### src/rtl/playback_sequencer.sv
// Purpose : walks a queue of playback segments through the clear -> load -> wait -> gap -> play cycle.
// Latency : ctl_clear 1 cycle after start, ctl_start 2 cycles after, pb_enable GAP_CYCLES+1 after ctl_data_valid.
// Backpr. : cmd_ready drops while the segment queue is full; pushes arriving while full are discarded.
module playback_sequencer #(
   parameter int QUEUE_DEPTH = 4,
   parameter int ADDR_W      = 16,
   parameter int LEN_W       = 16,
   parameter int GAP_CYCLES  = 50,
   parameter int TIMEOUT     = 1024
) (
   input  logic                           clk,
   input  logic                           reset,
   input  logic                           cmd_valid,
   output logic                           cmd_ready,
   input  logic [ADDR_W-1:0]              cmd_addr,
   input  logic [LEN_W-1:0]               cmd_len,
   input  logic [7:0]                     cmd_repeat,
   input  logic                           start,
   input  logic                           abort,
   output logic                           ctl_clear,
   output logic                           ctl_start,
   output logic [ADDR_W-1:0]              ctl_request_addr,
   output logic [LEN_W-1:0]               ctl_num_reads,
   input  logic                           ctl_data_valid,
   output logic                           pb_enable,
   input  logic                           pb_complete,
   output logic                           busy,
   output logic                           seg_done,
   output logic                           all_done,
   output logic                           error,
   output logic [$clog2(QUEUE_DEPTH):0]   queue_count
);

   localparam int PTR_W = $clog2(QUEUE_DEPTH);
   localparam int GAP_W = (GAP_CYCLES > 0) ? $clog2(GAP_CYCLES + 1) : 1;
   localparam int TO_W  = $clog2(TIMEOUT + 1);

   typedef struct packed {
      logic [ADDR_W-1:0] addr;
      logic [LEN_W-1:0]  len;
      logic [7:0]        rpt;
   } seg_t;

   typedef enum logic [2:0] {
      IDLE,
      CLEAR,
      LOAD,
      WAIT_VALID,
      GAP,
      PLAY,
      NEXT
   } state_t;

   state_t            state;
   state_t            nextState;

   // segment queue storage and bookkeeping
   seg_t              queueMem [QUEUE_DEPTH];
   logic [PTR_W-1:0]  rdPtr;
   logic [PTR_W-1:0]  wrPtr;
   logic [PTR_W:0]    count;
   logic              full;
   logic              empty;
   logic              pushAcc;
   logic              popNow;
   seg_t              cmdSeg;
   logic [PTR_W-1:0]  headIdxNext;
   seg_t              headNext;

   // active segment context
   logic [ADDR_W-1:0] addrReg;
   logic [LEN_W-1:0]  lenReg;
   logic [7:0]        passCnt;
   logic [GAP_W-1:0]  gapCnt;
   logic [TO_W-1:0]   toCnt;

   // FSM side effects
   logic              loadSeg;
   logic              decPass;
   logic              setError;
   logic              clrError;
   logic              armClear;
   logic              allDoneSet;
   logic              clearPulse;
   logic              allDoneReg;
   logic              errorReg;

   assign cmdSeg  = '{addr: cmd_addr, len: cmd_len, rpt: cmd_repeat};
   assign full    = (count == (PTR_W + 1)'(QUEUE_DEPTH));
   assign empty   = (count == '0);
   // Full is judged on registered occupancy only, so a pop in the same cycle never opens a slot early.
   // Abort discards any push arriving with it.
   assign pushAcc = cmd_valid && !full && !abort;

   // The entry that will be at the head after this edge. When the queue drains to empty in the
   // same cycle as a push, the new entry becomes the head before it reaches the memory, so bypass it.
   assign headIdxNext = popNow ? (rdPtr + PTR_W'(1)) : rdPtr;
   assign headNext    = (pushAcc && (wrPtr == headIdxNext)) ? cmdSeg : queueMem[headIdxNext];

   // Queue write port; storage needs no reset since occupancy is tracked by count.
   always_ff @(posedge clk) begin
      if (pushAcc) begin
         queueMem[wrPtr] <= cmdSeg;
      end
   end

   // Queue pointers and occupancy; abort flushes everything.
   always_ff @(posedge clk) begin
      if (reset || abort) begin
         rdPtr <= '0;
         wrPtr <= '0;
         count <= '0;
      end else begin
         if (pushAcc) begin
            wrPtr <= wrPtr + PTR_W'(1);
         end
         if (popNow) begin
            rdPtr <= rdPtr + PTR_W'(1);
         end
         count <= count + (PTR_W + 1)'(pushAcc) - (PTR_W + 1)'(popNow);
      end
   end

   // State register.
   always_ff @(posedge clk) begin
      if (reset) begin
         state <= IDLE;
      end else begin
         state <= nextState;
      end
   end

   // Next-state logic and per-cycle control strobes.
   always_comb begin
      nextState  = state;
      popNow     = 1'b0;
      loadSeg    = 1'b0;
      decPass    = 1'b0;
      setError   = 1'b0;
      clrError   = 1'b0;
      armClear   = 1'b0;
      allDoneSet = 1'b0;
      seg_done   = 1'b0;
      if (abort) begin
         // Abort wins over everything; in IDLE it only flushes the queue.
         if (state != IDLE) begin
            nextState = IDLE;
            armClear  = 1'b1;
         end
      end else begin
         case (state)
            IDLE: begin
               if (start) begin
                  if (!empty) begin
                     nextState = CLEAR;
                     loadSeg   = 1'b1;
                     clrError  = 1'b1;
                  end else begin
                     allDoneSet = 1'b1;
                  end
               end
            end
            CLEAR: begin
               if (lenReg == '0) begin
                  nextState = NEXT;
               end else begin
                  nextState = LOAD;
               end
            end
            LOAD: begin
               nextState = WAIT_VALID;
            end
            WAIT_VALID: begin
               if (ctl_data_valid) begin
                  if (GAP_CYCLES == 0) begin
                     nextState = PLAY;
                  end else begin
                     nextState = GAP;
                  end
               end else if (int'(toCnt) >= TIMEOUT - 1) begin
                  // Give up on this segment but keep the rest of the queue for a later start.
                  nextState = IDLE;
                  setError  = 1'b1;
                  popNow    = 1'b1;
                  armClear  = 1'b1;
               end
            end
            GAP: begin
               if (int'(gapCnt) >= GAP_CYCLES - 1) begin
                  nextState = PLAY;
               end
            end
            PLAY: begin
               if (pb_complete) begin
                  nextState = NEXT;
               end
            end
            NEXT: begin
               if (passCnt != 8'd0) begin
                  // Another pass: same address/length, reloaded from BRAM.
                  decPass   = 1'b1;
                  nextState = CLEAR;
               end else begin
                  popNow   = 1'b1;
                  seg_done = 1'b1;
                  if ((count == (PTR_W + 1)'(1)) && !pushAcc) begin
                     allDoneSet = 1'b1;
                     nextState  = IDLE;
                  end else begin
                     loadSeg   = 1'b1;
                     nextState = CLEAR;
                  end
               end
            end
            default: begin
               nextState = IDLE;
            end
         endcase
      end
   end

   // Segment context is captured on entry to CLEAR so address/length are already valid in the CLEAR cycle.
   always_ff @(posedge clk) begin
      if (reset) begin
         addrReg <= '0;
         lenReg  <= '0;
         passCnt <= '0;
      end else if (loadSeg) begin
         addrReg <= headNext.addr;
         lenReg  <= headNext.len;
         passCnt <= headNext.rpt;
      end else if (decPass) begin
         passCnt <= passCnt - 8'd1;
      end
   end

   // Gap counter: runs only inside GAP, saturates instead of wrapping.
   always_ff @(posedge clk) begin
      if (reset || (state != GAP)) begin
         gapCnt <= '0;
      end else if (int'(gapCnt) < GAP_CYCLES) begin
         gapCnt <= gapCnt + GAP_W'(1);
      end
   end

   // Load timeout counter: runs only inside WAIT_VALID, saturates instead of wrapping.
   always_ff @(posedge clk) begin
      if (reset || (state != WAIT_VALID)) begin
         toCnt <= '0;
      end else if (int'(toCnt) < TIMEOUT) begin
         toCnt <= toCnt + TO_W'(1);
      end
   end

   // Registered status pulses and the sticky error flag.
   always_ff @(posedge clk) begin
      if (reset) begin
         clearPulse <= 1'b0;
         allDoneReg <= 1'b0;
         errorReg   <= 1'b0;
      end else begin
         clearPulse <= armClear;
         allDoneReg <= allDoneSet;
         if (setError) begin
            errorReg <= 1'b1;
         end else if (clrError) begin
            errorReg <= 1'b0;
         end
      end
   end

   assign cmd_ready        = !full;
   assign queue_count      = count;
   assign busy             = (state != IDLE);
   assign ctl_clear        = (state == CLEAR) || clearPulse;
   assign ctl_start        = (state == LOAD);
   assign pb_enable        = (state == PLAY);
   assign ctl_request_addr = addrReg;
   assign ctl_num_reads    = lenReg;
   assign all_done         = allDoneReg;
   assign error            = errorReg;

endmodule
### config.mk
export PLATFORM = sky130hd
export DESIGN_NAME = playback_sequencer
export DESIGN_NICKNAME = d
export VERILOG_FILES = /design/src/rtl/playback_sequencer.sv
export SDC_FILE = /design/constraint.sdc
export NUM_CORES = 1
export LEC_CHECK = 0
export ABC_AREA = 1
export CAP_MARGIN = 20
export CORE_UTILIZATION = 50
export CTS_CLUSTER_DIAMETER = 100
export DETAILED_ROUTE_END_ITERATION = 10
export GPL_TIMING_DRIVEN = 0
export HOLD_SLACK_MARGIN = 0.05
export PLACE_DENSITY = 0.76
export SLEW_MARGIN = 20
export SYNTH_ARGS = -nofsm -noshare
export SYNTH_HDL_FRONTEND = slang
export SYNTH_SLANG_ARGS = --single-unit
### constraint.sdc
create_clock -name clk -period 3.65 [get_ports clk]
set_clock_uncertainty 0.05 [all_clocks]
set_input_delay 0.5475 -clock clk [delete_from_list [all_inputs] [get_ports clk]]
set_output_delay 0.5475 -clock clk [all_outputs]
set_load 0.03 [all_outputs]
* Word-level counts from Yosys, hierarchy flattened
Memories as Yosys holds them, arrays and structs flattened.
Cells that the tools add are included.
** Storage, ports and cells
- Input bits :: 47
- Memories :: 1
- Output and inout bits :: 43
- Word-level logic and storage cells :: 108
- Register bits after elaboration :: 70
- Bits in writable memories :: 160
** Operators by class
- $lt $le $gt $ge :: 4
- Equality and inequality tests :: 17
- Reductions and logical operators :: 20
- Mux-type cells :: 47
- $add $sub $neg :: 7
** Memories
- queueMem :: depth 4, bits a word 40, rd ports 1, clocked after Yosys merged registers in 0, wr ports 1, RTL line 58 : seg_t queueMem [QUEUE_DEPTH];
** Operator list (number)
- $mux W40 :: 1
- $mux W1 :: 30
- $mux W3 :: 9
- $pmux W3 S7 :: 1
- $logic_not A16 Y1 :: 1
- $mux W8 :: 2
- $eq A3 B3 Y1 const B :: 4
- $ne A3 B3 Y1 const B :: 4
- $add A11 B1 Y11 const B :: 1
- $ge A11 B10 Y1 const B :: 1
- $lt A11 B11 Y1 const B :: 1
- $reduce_bool A8 Y1 :: 1
- $sub A8 B1 Y8 const B :: 1
- $add A6 B1 Y6 const B :: 1
- $eq A3 B1 Y1 const B :: 2
- $eq A3 B2 Y1 const B :: 2
- $ge A6 B6 Y1 const B :: 1
- $logic_not A3 Y1 :: 2
- $lt A6 B6 Y1 const B :: 1
- $ne A3 B2 Y1 const B :: 2
- $pmux W1 S2 :: 3
- $reduce_and A6 Y1 :: 1
- $add A2 B1 Y2 const B :: 2
- $logic_and A1 B1 Y1 :: 4
- other kinds (11) :: 17

* Longest topological paths before layout
Gate-level depths: netlist (run 1).
- Depth in word-level cells :: 11
- Gate-level depth with buffers :: 19
- Gate-level depth less buffers :: 18

* Least setup slack after synthesis (run 1)
No wires, ideal clock.
- Path kind :: flip-flop to flip-flop
- From :: reg count[1], in the netlist queue_count[1]
- To :: mem queueMem[0][0] (netlist name) (enable)
- Data required time :: 3.163 ns
- Path slack :: 0.170 ns
- Stages on the path, launching flop included :: 7
- Period minus slack after synthesis :: 3.480 ns
- Setup time :: 0.437 ns
- Data arrival time :: 2.993 ns
- Path buffers :: 0
- Cell sequence :: dfxtp_1 > nor2_1 > nand2_1 > nand2_1 > nor2_1 > inv_2 > nor2_1
** Between the ends
- Cells in the longest elaborated chain, start to end :: 6
** Ends and longest elaborated chain
- start, declared :: RTL line 61 : logic [PTR_W:0] count;
- start signal, assigned :: RTL line 120 : count <= count + (PTR_W + 1)'(pushAcc) - (PTR_W + 1)'(popNow);
- $eq A3 B3 Y1 :: RTL line 89 : assign full = (count == (PTR_W + 1)'(QUEUE_DEPTH));
- $logic_not A1 Y1
- via cmd_ready :: RTL line 14 : output logic cmd_ready,
- $logic_and A1 B1 Y1 (2 in a row) :: RTL line 93 : assign pushAcc = cmd_valid && !full && !abort;
- $mux W1 :: RTL line 102 : if (pushAcc) begin
- $mux W1 (not written as such) :: RTL line 103 : queueMem[wrPtr] <= cmdSeg;
- end, declared :: RTL line 58
The timed path passes the listed nets, and every way through them passes these cells.

* Worst setup path after layout (run 1)
- From :: in abort
- To :: out seg_done
** Between the ends
- Cells in the longest elaborated chain, start to end :: 1
** Ends and longest elaborated chain
- start, declared :: RTL line 19 : input logic abort,
- $mux W1 :: RTL line 144 : if (abort) begin
- end, declared :: RTL line 28 : output logic seg_done,
No other way between the ends.

==> metrics.md, run 1 <==
| Metric | Value |
|---|---|
| Total global-route track usage | `24.2%` |
| Number of global-route vias before repair | `7467` |
| Mapped cell area | `10000 µm²` |
| Combinational share of power | `8.0%` |
| Largest net degree at the start of global routing | `26` |
| Switching share of power | `23.4%` |
| H-tree levels | `1` |
| Fin nets | `1255` |
| Residual DRC count | `0` |
| Antenna Nets Post-Route | `0` |
| CP Class | `in -> out` |
| Wire per inst | `16.5 µm` |
| Clock buffer depth | `3` |
| Most used routing layer | `met2` |
| Final setup margin | `0.731 ns` |
| Worst setup SP type | `input port` |
| CTS Hold Buffers Added | `0` |
| Die Height | `144 µm` |
| Yosys cell types | `38` |
| Synth Net Count | `1137` |
| RSZ-0062 raised after global routing | `no` |
| CTS resizes | `0` |
| CP Cell Sequence | `clkdlybuf4s50_1 -> nor2_1 -> nand2_1 -> nor2_1 -> clkdlybuf4s50_1` |
| Post-CTS Setup Inserts | `0` |
| GR Layer Usage met1 | `31.4%` |
| Area growth syn-to-layout | `20.9%` |
| Max Fclk | `0.343 GHz` |
| Max cap viols | `0` |
| Count of state elements after synthesis | `230` |
| Worst-margin pin slew | `0.747 ns` |
| P_int | `4.39 mW` |
| Commonest non-fill, non-tap cell in the layout | `nand2_1` |
| Final Max Slew Viols | `0` |
| Critical path peak fanout | `6` |
| DP Area | `11400 µm²` |
| GRT overflow | `0` |
| Die area | `20700 µm²` |
| CTS tree | `done` |
| CP max stage cell | `clkdlybuf4s50_1` |
| GPL Wtd Cong | `0.830` |
| Final WL | `24400 µm` |
| Worst skew pair latency | `0.52 ns` |
| Setup violators final | `0` |
| Sw Pwr | `1.34 mW` |
| Mean post-synth cell area | `9.33 µm²` |
| Initial antenna violation count | `0` |
| Initial Util | `51.3%` |
| Std cell rows | `51` |
| Storage cell area | `6210 µm²` |
| Crit path DAT | `2.32 ns` |
| Synth warnings | `0` |
| DP Wirelength | `16400 µm` |
| CTS Sinks | `230` |
| WHS | `0.430 ns` |
| Synth area leaders | `edfxtp_1 (48%), dfxtp_1 (14%), nand2_1 (11%)` |
| Syn Inst Count | `1077` |
| Yosys top cell area share | `47.8%` |
| Most frequent cells in the layout | `nand2_1 (292), nand3_1 (174), edfxtp_1 (160)` |
| Layout cell share with drive strength beyond 1 | `7.50%` |
| IO Port Bufs | `88` |
| Ports | `90` |
| Critical Path RT | `3.05 ns` |
| Area of the multi-input gates | `3210 µm²` |
| Max-slew headroom | `49.8%` |
| Met2 global-route usage | `41.3%` |
| Clock slew at reported path FFs | `0.06 ns` |
| Clk root buf | `clkbuf_16` |
| Hold Vio Cnt, Final | `0` |
| Core area | `19600 µm²` |
| Number of diodes | `0` |
| Register area share after synthesis | `61.8%` |
| Crit. End Element | `output pin` |
| PD cells | `472 nW/µm²` |
| First-pass GRT wire length | `38100 µm` |
| Crit path time final | `2.92 ns` |
| Fin crit share | `80.0%` |
| Largest area contributor in the netlist | `edfxtp_1` |
| Hold WC Path Type | `reg -> reg` |
| CTS buffer count | `24` |
| R2r setup slk | `0.82 ns` |
| Dpl ws | `0.491 ns` |
| Sequential fraction of design power | `50.2%` |
| VDD IR max | `0.000358 V` |
| Status | `completed` |
| 1st-iter DRT viols | `626` |
| Largest stage delay on the critical path | `0.69 ns` |
| FILL cells | `1623` |
| P_leak | `4.77 nW` |
| DR vias | `7862` |
| Drt first pass iters | `5` |
| Die W | `144 µm` |
| Post-route cell area | `12100 µm²` |
| Routed vias/inst | `5.32` |
| GR Layer Usage met3 | `3.43%` |
| Clock power share | `41.7%` |
-- sequential cells by signal, indices dropped and copies added (netlist names), 3 cells and up --
register / cells
passCnt: 8
queueMem: 160
state: 3
queue_count: 3
toCnt: 11
gapCnt: 6
ctl_num_reads: 16
ctl_request_addr: 16
-- area by class of cell --
class | count | share of cell area (%)
multi-input cells | 683 | 26.4
inverters | 119 | 3.70
flip-flops and latches | 230 | 51.1
well taps | 265 | 2.73
clock inverters | 13 | 0.906
clock buffers | 31 | 5.49
plain buffers | 45 | 1.75
repair buffers | 92 | 7.91
-- power groups by stage --
stage,registers (mW),logic [mW],clock network (mW)
floorplan,2.95,0.232,0
global placement,2.94,0.438,0
detailed placement,2.93,0.458,0
CTS,2.88,0.460,2.40
global route,2.88,0.506,2.50
finish,2.88,0.461,2.39
-- kinds of logic after synthesis --
group                    Yosys count  share of synthesized area [%]
AO/OA/AOI/OAI                     59                           3.44
XOR/XNOR                           9                          0.785
adder cells (fa/ha/maj)           13                           1.69
buffers and inverters            164                           6.59
flip-flops                       230                           61.8
AND/OR/NAND/NOR                  602                           25.7
-- critical path, delay by kind of cell --
family,cells,cell delay (ns)
and+or+nand+nor,3,0.53
buffers and inverters,2,1.24
-- synth_stat cells, drive strengths merged --
library cell  number
a211oi             1
a21oi             33
a31oi              5
buf               21
clkbuf            24
clkinv             1
dfxtp             70
edfxtp           160
fa                 1
ha                12
inv              118
nand2            298
nand3            176
nand4              8
nor2              98
nor3              11
nor4               3
o211ai             4
o21a               2
o21ai              9
o21bai             1
o22a               1
o31ai              2
o32ai              1
or2                8
xnor2              2
xor2               7
-- metal layers --
metal  part of all wire (%)  vias up
met3                    7.3       52
li1                       -     3800
met1                     42     3677
met2                     48      333
met5                      0        -
met4                    3.0        0
-- path summary, 6_finish.rpt --
path              from                   end  cells past startpoint
max              abort              seg_done                      5
max reg2reg   toCnt[0]  ctl_request_addr[14]                     16
min          gapCnt[5]             gapCnt[5]                      2
min reg2reg  gapCnt[5]             gapCnt[5]                      2
-- stage by stage --
| stage | TNS (ns) | util (%) | std cells | total power, mW |
|---|---|---|---|---|
| after floorplan | 0 | - | 1077 | 3.18 |
| after global placement | -194.76 | 57.5 | 1430 | 3.37 |
| final | 0 | 62.0 | 1478 | 5.73 |
| after global routing | 0 | 62.0 | 1478 | 5.89 |
| after detailed placement | 0 | 58.0 | 1434 | 3.39 |
| after CTS | 0 | 62.0 | 1478 | 5.74 |
Note: power is estimated with default switching activity, not from simulation.
==> run 2, diff against run 1 <==
--- a/config.mk
+++ b/config.mk
@@ -12,7 +12,7 @@
 export DETAILED_ROUTE_END_ITERATION = 10
 export GPL_TIMING_DRIVEN = 0
 export HOLD_SLACK_MARGIN = 0.05
-export PLACE_DENSITY = 0.76
+export PLACE_DENSITY = 0.79
 export SLEW_MARGIN = 20
 export SYNTH_ARGS = -nofsm -noshare
 export SYNTH_HDL_FRONTEND = slang
==> constraint.sdc (replaced) <==
create_clock -name clk -period 2.4 [get_ports clk]
set_clock_uncertainty 0.05 [all_clocks]
set_input_delay 0.36 -clock clk [delete_from_list [all_inputs] [get_ports clk]]
set_output_delay 0.36 -clock clk [all_outputs]
set_load 0.03 [all_outputs]
==> metrics.md, run 2 (synthesized netlist as in run 1, its figures left out) <==
| Metric | Value |
|---|---|
| R2r setup slk | `-0.20 ns (-1.02 ns)` |
| GPL Wtd Cong | `0.869 (+4.7%)` |
| IO Port Bufs | `88 (unchanged)` |
| Critical path peak fanout | `6 (unchanged)` |
| Std cell rows | `51 (unchanged)` |
| Routed vias/inst | `5.63 (+5.8%)` |
| VDD IR max | `0.000506 V (+41%)` |
| Fin crit share | `108%` |
| Number of global-route vias before repair | `7804 (+4.5%)` |
| Worst setup SP type | `flop` |
| First-pass GRT wire length | `39700 µm (+4.0%)` |
| 1st-iter DRT viols | `986 (+58%)` |
| Max Fclk | `0.385 GHz` |
| Ports | `90 (unchanged)` |
| Die Height | `144 µm (unchanged)` |
| Fin nets | `1301 (+3.7%)` |
| CP max stage cell | `dfxtp_1` |
| Failing checks | `setup timing` |
| Crit. End Element | `flop` |
| Hold Vio Cnt, Final | `0 (unchanged)` |
| Layout cell share with drive strength beyond 1 | `19.4% (+12 points)` |
| CP most frequent cell | `nand2_4` |
| Number of diodes | `0 (unchanged)` |
| Clock slew at reported path FFs | `0.06 ns (about the same)` |
| Largest net degree at the start of global routing | `25 (-3.8%)` |
| Biggest register | `queueMem` |
| Die area | `20700 µm² (unchanged)` |
| Critical Path RT | `2.77 ns (-0.28 ns)` |
| Core area | `19600 µm² (unchanged)` |
| Total global-route track usage | `25.2% (+1.1 points)` |
| Crit path max-delay family | `simple AND/OR/NAND/NOR gates` |
| Worst-margin pin slew | `0.837 ns (+0.0904 ns)` |
| Setup violators final | `54 (+54)` |
| DR vias | `8572 (+9.0%)` |
| Commonest non-fill, non-tap cell in the layout | `nand2_1` |
| Final WL | `28300 µm (+16%)` |
| Final setup margin | `-0.198 ns (-0.930 ns)` |
| GRT overflow | `0 (unchanged)` |
| Worst skew pair latency | `0.53 ns (about the same)` |
| Wire per inst | `18.6 µm (+13%)` |
| PD cells | `667 nW/µm² (+41%)` |
| WHS | `0.419 ns (-0.0106 ns)` |
| Crit path DAT | `2.97 ns (+0.65 ns)` |
| Max cap viols | `0 (unchanged)` |
| Dpl ws | `-0.559 ns (-1.05 ns)` |
| Initial antenna violation count | `0 (unchanged)` |
| DP Wirelength | `16100 µm (-1.6%)` |
| WP buf/inv | `4 (+2)` |
| CP Class | `reg -> reg` |
| CTS buffer count | `23 (-4.2%)` |
| CTS tree | `done` |
| RSZ-0062 raised after global routing | `yes` |
| Drt first pass iters | `6 (+1)` |
| H-tree levels | `1 (unchanged)` |
| Crit path time final | `2.60 ns` |
| CTS Sinks | `230 (unchanged)` |
| Initial Util | `51.3% (unchanged)` |
| CP Cell Sequence | `nand3_1 -> nor2_2 -> nand2_4 -> nand2_4 -> buf_12 -> nand3_2 -> nand2_2 -> nand2_4 -> nand2_4 -> nand2_8 -> nand2_8 -> clkinv_8 -> buf_8 -> nand2_2 -> nand3_2 -> nand2_1 -> inv_1` |
| Die W | `144 µm (unchanged)` |
| Area growth syn-to-layout | `31.7%` |
| Max reg flops | `160 (unchanged)` |
| Largest stage delay on the critical path | `0.46 ns (-0.23 ns)` |
| Most frequent cells in the layout | `nand2_1 (255), edfxtp_1 (160), nand3_1 (150)` |
| Power, Total | `8.83 mW (+54%)` |
| Antenna Nets Post-Route | `0 (unchanged)` |
| Max-slew headroom | `43.7% (-6.1 points)` |
| FILL cells | `1341 (-17%)` |
| Setup TNS | `-6.51 ns (-6.51 ns)` |
| Status | `finished with violations` |
| Residual DRC count | `0 (unchanged)` |
| Clock buffer depth | `3 (unchanged)` |
| Clk root buf | `clkbuf_16` |
| P_leak | `5.30 nW (+11%)` |
| Hold WC Path Type | `in -> reg` |
| Final Max Slew Viols | `0 (unchanged)` |
## run 2: cell types whose count changed in the layout (fill, tap and decap cells not counted), moves of 10 or more
| cell | previous run | this run |
|---|---|---|
| nand2_4 | 1 | 13 |
| clkbuf_2 | 0 | 16 |
| buf_4 | 1 | 37 |
| nand2_1 | 292 | 255 |
| dfxtp_1 | 70 | 60 |
| nand3_2 | 2 | 23 |
| nand2_2 | 5 | 28 |
| clkbuf_1 | 27 | 14 |
| nand3_1 | 174 | 150 |
## run 2: where the power goes
group / leakage, nW / internal (mW) / switching (mW)
Sequential: 2.02 / 4.33 / 0.0548
Combinational: 2.91 / 0.334 / 0.527
Clock: 0.363 / 2.05 / 1.53
Total: 5.30 / 6.72 / 2.11
## run 2: routing by layer
metal / share of wire (%) / wire, µm / global-route usage (%) / vias up
li1: - / - / - / 3885
met1: 37 / 10500 / 32.5 / 4022
met2: 49 / 14000 / 42.9 / 571
met3: 9.4 / 2660 / 3.67 / 94
met4: 4.0 / 1120 / 9.91 / 0
met5: 0 / 0 / 0 / -
## run 2: repair_timing
| item | in CTS | in global routing |
|---|---|---|
| hold buffers | 0 | 0 |
| endpoints found under the setup margin | 45 | 48 |
| gates cloned | 1 | 8 |
| gates resized for setup | 79 | 111 |
| buffers inserted | 29 | 11 |
| pin swaps | 15 | 35 |
## run 2: area by class of cell
class                   instances  area [µm²]  share of cell area, %
well taps                     265         332                   2.50
flip-flops and latches        230        6220                   47.0
multi-input cells             684        3650                   27.6
plain buffers                  43         330                   2.50
clock buffers                  37         678                   5.12
clock inverters                 5        63.8                  0.482
repair buffers                139        1490                   11.2
repair inverters                1        8.76                 0.0662
inverters                     119         465                   3.52
## run 2: worst paths after layout
path	from	end	cells after the start
worst max register to register	state[1]	ctl_request_addr[15]	17
worst min register to register	gapCnt[5]	gapCnt[5]	2
worst max-delay path	state[1]	ctl_request_addr[15]	17
worst min-delay path	reset	state[1]	2
## run 2: per-stage QoR
step	instances	util (%)	cell area, µm²
floorplan	1077	-	10100
global placement	1430	57.7	11300
detailed placement	1434	58.2	11400
CTS	1505	64.3	12600
global route	1523	67.6	13200
finish	1523	67.6	13200
## run 2: worst reg2reg max path, delay by kind of cell, from the launching register on
kind | cells | cell delay (ns)
buffers and inverters | 4 | 0.39
DFF | 1 | 0.46
and+or+nand+nor | 13 | 1.60
==> run 3, diff against run 2 <==
--- a/config.mk
+++ b/config.mk
@@ -12,7 +12,7 @@
 export DETAILED_ROUTE_END_ITERATION = 10
 export GPL_TIMING_DRIVEN = 0
 export HOLD_SLACK_MARGIN = 0.05
-export PLACE_DENSITY = 0.79
+export PLACE_DENSITY = 0.78
 export SLEW_MARGIN = 20
 export SYNTH_ARGS = -nofsm -noshare
 export SYNTH_HDL_FRONTEND = slang
==> metrics.md, run 3 (synthesized netlist as in run 1, its figures left out) <==
| Metric | Value |
|---|---|
| Number of global-route vias before repair | `8144 (+4.4%)` |
| Clock slew at reported path FFs | `0.06 ns (about the same)` |
| Crit path DAT | `2.87 ns (-0.10 ns)` |
| Final setup margin | `-0.126 ns (+0.0729 ns)` |
| Crit path time final | `2.53 ns (-0.0729 ns)` |
| Drt first pass iters | `5 (-1)` |
| Critical path peak fanout | `6 (unchanged)` |
| Wire per inst | `17.9 µm (-3.8%)` |
| Max cap viols | `0 (unchanged)` |
| Total global-route track usage | `25.8% (+0.55 points)` |
| Dpl ws | `-0.608 ns (-0.0487 ns)` |
| Biggest register | `queueMem` |
| Commonest non-fill, non-tap cell in the layout | `nand2_1` |
| CTS Hold Buffers Added | `0 (unchanged)` |
| Die W | `144 µm (unchanged)` |
| WP buf/inv | `4 (unchanged)` |
| Max Fclk | `0.396 GHz (+2.9%)` |
| Ports | `90 (unchanged)` |
| CTS tree | `done` |
| 1st-iter DRT viols | `759 (-23%)` |
| Clk root buf | `clkbuf_16` |
| GPL Wtd Cong | `0.801 (-7.7%)` |
| RSZ-0062 raised after global routing | `yes` |
| GRT overflow | `0 (unchanged)` |
| Final Util | `66.8% (-0.78 points)` |
| Core area | `19600 µm² (unchanged)` |
| Setup TNS | `-2.98 ns (+3.52 ns)` |
| Number of diodes | `0 (unchanged)` |
| WHS | `0.428 ns (+0.00875 ns)` |
| DR vias | `8361 (-2.5%)` |
| Max-slew headroom | `40.3% (-3.3 points)` |
| CP Cell Sequence | `ha_4 -> inv_4 -> nor2_4 -> nand3_2 -> nand3_2 -> nand2_2 -> nand2_4 -> buf_6 -> buf_6 -> nand3_4 -> nand2_4 -> nor2_4 -> nor2_4 -> nand2_8 -> clkbuf_16 -> nand2_1 -> nand2_1 -> nand2_1 -> a21oi_1` |
| Final WL | `27100 µm (-4.6%)` |
| Failing checks | `setup timing` |
| Crit path max-delay family | `simple AND/OR/NAND/NOR gates` |
| Worst setup SP type | `flop` |
| Initial Util | `51.3% (unchanged)` |
| Fin nets | `1287 (-1.1%)` |
| IO Port Bufs | `88 (unchanged)` |
| Area growth syn-to-layout | `30.2%` |
| Initial antenna violation count | `0 (unchanged)` |
| Status | `finished with violations` |
| DP Wirelength | `16600 µm (+2.7%)` |
| Hold WC Path Type | `in -> reg` |
| Antenna Nets Post-Route | `0 (unchanged)` |
| P_leak | `5.20 nW (-2.0%)` |
| Crit. End Element | `flop` |
| Hold Vio Cnt, Final | `0 (unchanged)` |
| First-pass GRT wire length | `40600 µm (+2.2%)` |
| CTS buffer count | `25 (+8.7%)` |
| Final Max Slew Viols | `0 (unchanged)` |
| Residual DRC count | `0 (unchanged)` |
| CP Class | `reg -> reg` |
| Critical Path RT | `2.74 ns (-0.03 ns)` |
| Worst skew pair latency | `0.54 ns (about the same)` |
| Worst-margin pin slew | `0.887 ns (+0.0497 ns)` |
| Fin crit share | `105% (-3.0 points)` |
| CTS Sinks | `230 (unchanged)` |
| CP max stage cell | `dfxtp_4` |
| Setup violators final | `41 (-24%)` |
| Die Height | `144 µm (unchanged)` |
| PD cells | `688 nW/µm² (+3.2%)` |
| Max reg flops | `160 (unchanged)` |
| Post-route cell area | `13100 µm² (-1.2%)` |
| DP Area | `11500 µm² (+0.44%)` |
| Largest net degree at the start of global routing | `25 (unchanged)` |
| Layout cell share with drive strength beyond 1 | `18.1% (-1.3 points)` |
| H-tree levels | `1 (unchanged)` |
| Routed vias/inst | `5.53 (-1.7%)` |
| VDD IR max | `0.000646 V (+28%)` |
| Clock buffer depth | `3 (unchanged)` |
| Std cell rows | `51 (unchanged)` |
| Most frequent cells in the layout | `nand2_1 (262), edfxtp_1 (160), nand3_1 (155)` |
| Largest stage delay on the critical path | `0.36 ns (-0.10 ns)` |
| Die area | `20700 µm² (unchanged)` |
==> run 3: changes by cell type in the layout (fill, tap and decap cells not counted), moves of 3 or more <==
cell      previous run  this run
clkbuf_2            16        11
buf_4               37        29
nor2_2               3         6
nand2_4             13         8
nand3_2             23        19
a21oi_2              1         4
a21oi_1             32        29
nand3_1            150       155
nand2_1            255       262
==> run 3: worst paths after layout <==
kind             start          to  slack, ns  cells past startpoint
min reg2reg   toCnt[6]    toCnt[6]       0.43                      2
max reg2reg   toCnt[1]  passCnt[4]      -0.13                     19
min          cmd_valid    wrPtr[0]       0.43                      3
max           toCnt[1]  passCnt[4]      -0.13                     19
==> run 3: what timing repair did <==
| action | 4_1_cts | 5_1_grt |
|---|---|---|
| pin swaps | 16 | 29 |
| buffers inserted | 25 | 2 |
| cloned | 1 | 3 |
| resized for setup | 78 | 101 |
| endpoints found under the setup margin | 45 | 47 |
==> run 3: area by class of cell <==
class | instances | area, µm²
Sequential cell | 230 | 6230
Inverter | 119 | 465
Timing Repair Buffer | 125 | 1380
Fill cell | 1425 | 6500
Multi-Input combinational cell | 683 | 3540
Tap cell | 265 | 332
Buffer | 43 | 322
Clock buffer | 37 | 732
Clock inverter | 9 | 90.1
==> run 3: layer usage <==
metal  GRT usage (%)  wire length [µm]  up-vias
met5               0                 0        -
met4            9.97               925        0
met3            3.50              2100       80
met2            45.1             13600      403
met1            32.4             10500     4007
li1                -                 -     3871
==> run 3: report_power, final <==
group,switching [mW],internal (mW),leakage (nW)
logic,0.500,0.321,2.77
clock network,1.57,2.23,0.403
registers,0.0505,4.33,2.03
==> run 3: per-stage QoR <==
step | power (mW) | std cells
3_5_place_dp | 5.17 | 1436
6_report | 9.00 | 1511
4_1_cts | 8.97 | 1507
5_1_grt | 9.25 | 1511
3_3_place_gp | 5.13 | 1430
2_1_floorplan | 4.84 | 1077
==> run 3: worst register-to-register path: stages (launching register included) <==
cell and delay (ns):
dfxtp_4 0.36, ha_4 0.14, inv_4 0.04, nor2_4 0.09, nand3_2 0.10, nand3_2 0.12
nand2_2 0.07, nand2_4 0.09, buf_6 0.11, buf_6 0.11, nand3_4 0.09, nand2_4 0.16
nor2_4 0.05, nor2_4 0.20, nand2_8 0.13, clkbuf_16 0.19, nand2_1 0.08, nand2_1 0.09
nand2_1 0.08, a21oi_1 0.06
